## config.mk

```make
export PLATFORM = sky130hd
export DESIGN_NAME = datapath_pipe
export DESIGN_NICKNAME = d
export VERILOG_FILES = /design/src/rtl/datapath_pipe.sv
export SDC_FILE = /design/constraint.sdc
export NUM_CORES = 1
export LEC_CHECK = 0
export BUFFER_PORTS_ARGS = -buffer_cell sky130_fd_sc_hd__buf_2
export CAP_MARGIN = 10
export CORE_AREA = 5 5 142 144
export CTS_CLUSTER_SIZE = 14
export DETAILED_ROUTE_END_ITERATION = 8
export DIE_AREA = 0 0 147 149
export GPL_ROUTABILITY_DRIVEN = 0
export SETUP_SLACK_MARGIN = 0.05
export SYNTH_ARGS = -nofsm -noshare
export SYNTH_HDL_FRONTEND = slang
export SYNTH_SLANG_ARGS = --single-unit
export TNS_END_PERCENT = 100
```

## constraint.sdc

```tcl
create_clock -name clk -period 3.5 [get_ports clk]
set_input_delay 0.35 -clock clk [delete_from_list [all_inputs] [get_ports clk]]
set_output_delay 0.35 -clock clk [all_outputs]
set_load 0.005 [all_outputs]
```

## src/rtl/datapath_pipe.sv

```systemverilog
// datapath_pipe: two-stage datapath. Stage 1 reads the register file (with
// operand bypass and stage-2 forwarding) and latches the micro-instruction.
// Stage 2 runs the ALU and commits the register file, flags and output register.
module datapath_pipe #(
  parameter int M = 3,
  parameter int N = 8
) (
  input  logic         clk,
  input  logic         rst,
  input  logic [N-1:0] din,
  input  logic [M-1:0] waddr,
  input  logic [M-1:0] ra,
  input  logic [M-1:0] rb,
  input  logic [2:0]   op,
  input  logic         ie,
  input  logic         write,
  input  logic         reada,
  input  logic         readb,
  input  logic         en,
  input  logic         oe,
  input  logic [N-1:0] offset,
  input  logic         bypassa,
  input  logic         bypassb,
  output logic [N-1:0] dout,
  output logic         o_flag,
  output logic         z_flag,
  output logic         n_flag,
  output logic         c_flag,
  output logic         valid
);

  localparam int unsigned DEPTH = 1 << M;

  typedef enum logic [2:0] {
    OP_ADD = 3'b000,
    OP_SUB = 3'b001,
    OP_AND = 3'b010,
    OP_OR  = 3'b011,
    OP_XOR = 3'b100,
    OP_NOT = 3'b101,
    OP_MOV = 3'b110,
    OP_INC = 3'b111
  } alu_op_e;

  logic [N-1:0] rf [DEPTH];

  // Stage-2 pipeline registers
  logic [N-1:0] a_s, b_s, din_s;
  alu_op_e      op_s;
  logic         ie_s, write_s, en_s, oe_s;
  logic [M-1:0] waddr_s;

  // Stage-2 combinational results
  logic [N-1:0] r, wb, y;
  logic [N:0]   sum;
  logic         cin, arith, carry, ovf;

  // Stage-1 operands
  logic [N-1:0] rf_a, rf_b, op_a, op_b;

  // ALU: arithmetic ops share one adder (SUB = A + ~B + 1, INC = A + 0 + 1)
  always_comb begin
    y     = '0;
    cin   = 1'b0;
    arith = 1'b0;
    r     = '0;
    sum   = '0;
    carry = 1'b0;
    ovf   = 1'b0;
    unique case (op_s)
      OP_ADD: begin y = b_s;  arith = 1'b1; end
      OP_SUB: begin y = ~b_s; cin = 1'b1; arith = 1'b1; end
      OP_INC: begin y = '0;   cin = 1'b1; arith = 1'b1; end
      OP_AND: r = a_s & b_s;
      OP_OR:  r = a_s | b_s;
      OP_XOR: r = a_s ^ b_s;
      OP_NOT: r = ~a_s;
      OP_MOV: r = a_s;
      default: r = '0;
    endcase
    if (arith) begin
      sum   = {1'b0, a_s} + {1'b0, y} + {{N{1'b0}}, cin};
      r     = sum[N-1:0];
      carry = sum[N];
      // Overflow on the effective second operand y, so SUB and INC need no special case
      ovf   = (a_s[N-1] == y[N-1]) && (r[N-1] != a_s[N-1]);
    end
  end

  // Write-back data selection
  always_comb begin
    wb = ie_s ? din_s : r;
  end

  // Stage-1 operand fetch: forwarding from stage 2, then gating, then bypass
  always_comb begin
    rf_a = (write_s && (waddr_s == ra)) ? wb : rf[ra];
    rf_b = (write_s && (waddr_s == rb)) ? wb : rf[rb];
    op_a = bypassa ? offset : (reada ? rf_a : '0);
    op_b = bypassb ? offset : (readb ? rf_b : '0);
  end

  // Stage-1 to stage-2 pipeline register
  always_ff @(posedge clk or negedge rst) begin
    if (!rst) begin
      a_s     <= '0;
      b_s     <= '0;
      din_s   <= '0;
      op_s    <= OP_ADD;
      ie_s    <= 1'b0;
      write_s <= 1'b0;
      en_s    <= 1'b0;
      oe_s    <= 1'b0;
      waddr_s <= '0;
    end else begin
      a_s     <= op_a;
      b_s     <= op_b;
      din_s   <= din;
      op_s    <= alu_op_e'(op);
      ie_s    <= ie;
      write_s <= write;
      en_s    <= en;
      oe_s    <= oe;
      waddr_s <= waddr;
    end
  end

  // Register file write-back
  always_ff @(posedge clk or negedge rst) begin
    if (!rst) begin
      for (int unsigned i = 0; i < DEPTH; i++) rf[i] <= '0;
    end else if (write_s) begin
      rf[waddr_s] <= wb;
    end
  end

  // Flag register, updated from the ALU result even when din is written back
  always_ff @(posedge clk or negedge rst) begin
    if (!rst) begin
      o_flag <= 1'b0;
      z_flag <= 1'b0;
      n_flag <= 1'b0;
      c_flag <= 1'b0;
    end else if (en_s) begin
      o_flag <= ovf;
      z_flag <= (r == '0);
      n_flag <= r[N-1];
      c_flag <= carry;
    end
  end

  // Output register and its load strobe
  always_ff @(posedge clk or negedge rst) begin
    if (!rst) begin
      dout  <= '0;
      valid <= 1'b0;
    end else begin
      valid <= oe_s;
      if (oe_s) dout <= wb;
    end
  end

endmodule

```

==> flow_metrics.py <==
metrics = {
    "worst_setup_path": {
        "worst_setup_path_end_kind": "flop",
        "path_cells": "nor2_1, o21ai_0, fa_1, fa_1, nor2b_1, o31a_1, nor2_1, a311oi_1, mux2i_4, o221ai_2",
        "r2r-start": "op_s[2]",
        "cp.depth": 10,
        "critPathBufInv": 0,
        "path_max_fanout": 11,
        "cp.required_ps": 3760,
        "max_stage_delay_ps": 460,
        "cp_top_family": "compound AO/OA/AOI/OAI gates",
        "r2r_slack_ps": 300,
        "critPathSlowestCell": "fa_1",
        "reg2reg_depth": 10,
        "crit_arrival_ps": 3460,
        "critPathKind": "reg2reg",
        "critPathLaunchType": "flop",
        "rr_endpoint": "b_s[6]",
    },
    "placement": {
        "dp.cells": 858,
        "postPlaceCellArea_mm2": 0.00680,
        "place_hpwl_mm": 11.5,
        "port_buffers": 50,
    },
    "layout": {
        "nNetsFinal": 698,
        "n_antenna_cell": 0,
        "fin_area_mm2": 0.00711,
        "area_growth_syn_to_layout_pct": 10.8,
        "drive_above_1_share": 0.202,
        "mostFrequentLayoutCell": "dfrtp_1",
        "final-instance-count-excl-fill": 874,
        "nFillCells": 1833,
        "most-common-layout-cells": "111 x dfrtp_1, 99 x nand2_1, 54 x o21ai_0",
    },
    "die": {
        "num_io_pins": 51,
        "dieArea_mm2": 0.0219,
        "fp.dieH_um": 149,
        "fp.coreArea_mm2": 0.0186,
        "rows": 50,
        "start_util": 0.345,
        "die_w_um": 147,
    },
    "route": {
        "routed-via-count": 4672,
        "drt-total-wl_mm": 16.0,
        "vias_per_cell": 5.35,
        "drt.antenna.violating_nets": 0,
        "first_iter_violations": 406,
        "drc": 0,
        "wl_per_cell_um": 18.3,
        "drt_pass1_iterations": 5,
    },
    "yosys": {
        "synth_edf_count": 0,
        "syn_avg_cell_area_um2": 10.5,
        "synth_cell_types": 66,
        "synth_nets": 672,
        "ys_ff_latch": 111,
        "async_flop_share": 1.00,
        "synth_warnings": 0,
        "syn_inst": 609,
        "netlist_area_mm2": 0.00641,
        "ys_seq_area_frac": 0.433,
        "synth_ff_type": "dfrtp_1",
    },
    "timing": {
        "fin_crit_sh": 0.913,
        "holdWs_ps": 61.7,
        "setup_viol": 0,
        "maxSlewHeadroom": 0.392,
        "skew_ps": 9.32,
        "min_period_ps": 3200,
        "worst_pin_slew_ps": 908,
        "tns_ps": 0,
        "grt_setup_unrepaired": "no",
        "hold_viol_final": 0,
        "slew_violations": 0,
        "clock.fmax_ghz": 0.313,
    },
    "worst_hold_path": {
        "hold_class": "in2async",
    },
    "status": {
        "status": "finished, final reports clean",
    },
    "clock_tree": {
        "cts_max_path_buffers": 2,
        "cts_sinks": 111,
        "worst_skew_pair.late_latency_ps": 360,
        "htree_levels": 3,
        "clk_pin_slew_worst_paths_ps": 80,
        "clockRootBuffer": "clkbuf_16",
        "cts_tree": "done",
        "cts_buffers": 9,
    },
    "global_route": {
        "grt_max_degree": 112,
        "overflow": 0,
        "grt_pass1_vias": 4941,
        "grt_first_pass_wirelength_mm": 26.2,
        "grt_usage": 0.152,
        "antenna_found_initial": 0,
    },
    "power": {
        "total_power_mw": 3.53,
        "ir_worst_vdd_mv": 0.228,
        "p_per_area_mw_per_mm2": 496,
        "p_leak_nw": 3.15,
    },
    "run": {
        "drv_cap": 0,
    },
}
## through the flow
step / worst slack (ps) / utilization
final: 305 / 0.383
after detailed placement: -19.0 / 0.366
after global routing: 82.5 / 0.383
after floorplan: 383 / -
after CTS: 199 / 0.382
after global placement: 122 / 0.366
## flip-flops by register name, indices dropped and copies added (netlist names)
name,count
a_s,8
oe_s,1
waddr_s,3
en_s,1
c_flag,1
write_s,1
rf,64
n_flag,1
z_flag,1
b_s,8
ie_s,1
din_s,8
dout,8
o_flag,1
valid,1
op_s,3
## logic make-up (layout without fill, tap and decap cells)
family                     count (synthesis)  in the layout  share of synthesized area
and+or+nand+nor                          179            179                      0.128
AOI/OAI and AO/OA                        147            147                      0.151
DFF                                      111            111                      0.433
buffers and inverters                     68             99                     0.0509
muxes                                     63             63                      0.164
adders and majority gates                 25             25                     0.0511
xor gates and xnor gates                  16             16                     0.0219
## per-layer routing
| metal | wire (µm) | part of all wire | GRT usage |
|---|---|---|---|
| met1 | 6840 | 0.43 | 0.192 |
| met2 | 8320 | 0.52 | 0.267 |
| met3 | 732 | 0.046 | 0.0343 |
| met4 | 134 | 0.0084 | 0.0312 |
| met5 | 0 | 0 | 0 |
## worst max-delay path by stage
stage	startpoint	to
detailed placement	op_s[2]	a_s[6]
global placement	op_s[2]	a_s[6]
floorplan	op_s[0]	b_s[6]
CTS	op_s[2]	a_s[6]
finish	op_s[2]	b_s[6]
global route	op_s[2]	b_s[6]
## area by class of cell
type | count | area [µm²] | share of cell area
Tap cell | 234 | 293 | 0.0412
Clock inverter | 6 | 58.8 | 0.00827
Sequential cell | 111 | 2780 | 0.391
Timing Repair Buffer | 57 | 318 | 0.0447
Multi-Input combinational cell | 430 | 3330 | 0.468
Inverter | 26 | 97.6 | 0.0137
Clock buffer | 10 | 239 | 0.0336
## cells in the mapped netlist (all sizes together), types with 4 or more instances
cell,number,area share
dfrtp,111,0.43
nand2,100,0.059
o21ai,79,0.067
mux4,32,0.11
mux2i,29,0.048
nor2,27,0.016
inv,25,0.015
buf,24,0.025
ha,23,0.045
clkbuf,18,0.011
a21oi,15,0.012
xnor2,13,0.018
nor2b,12,0.012
a32o,10,0.016
nand2b,10,0.0098
nand3,8,0.0070
o21a,7,0.0082
a21o,4,0.0047
a22oi,4,0.0047
nand4,4,0.0039
o221ai,4,0.0064
## power breakdown
group	internal, mW	total (mW)	switching [mW]
combinational	0.412	0.835	0.423
clock	0.519	1.03	0.509
sequential	1.49	1.66	0.171
## worst register-to-register path: cells and delay by family, from the launching register on
family,cells,cell delay [ps]
compound gates,4,1090
fa+ha+maj,2,900
flops,1,400
mux,1,230
simple gates,3,490
## repair_timing
action | in CTS | in global routing
endpoints found under the setup margin | 11 | 19
pin swaps | 0 | 0
buffers inserted | 0 | 0
gates resized for setup | 1 | 2
hold buffers | 0 | 0
Note: power is estimated with default switching activity, not from simulation.
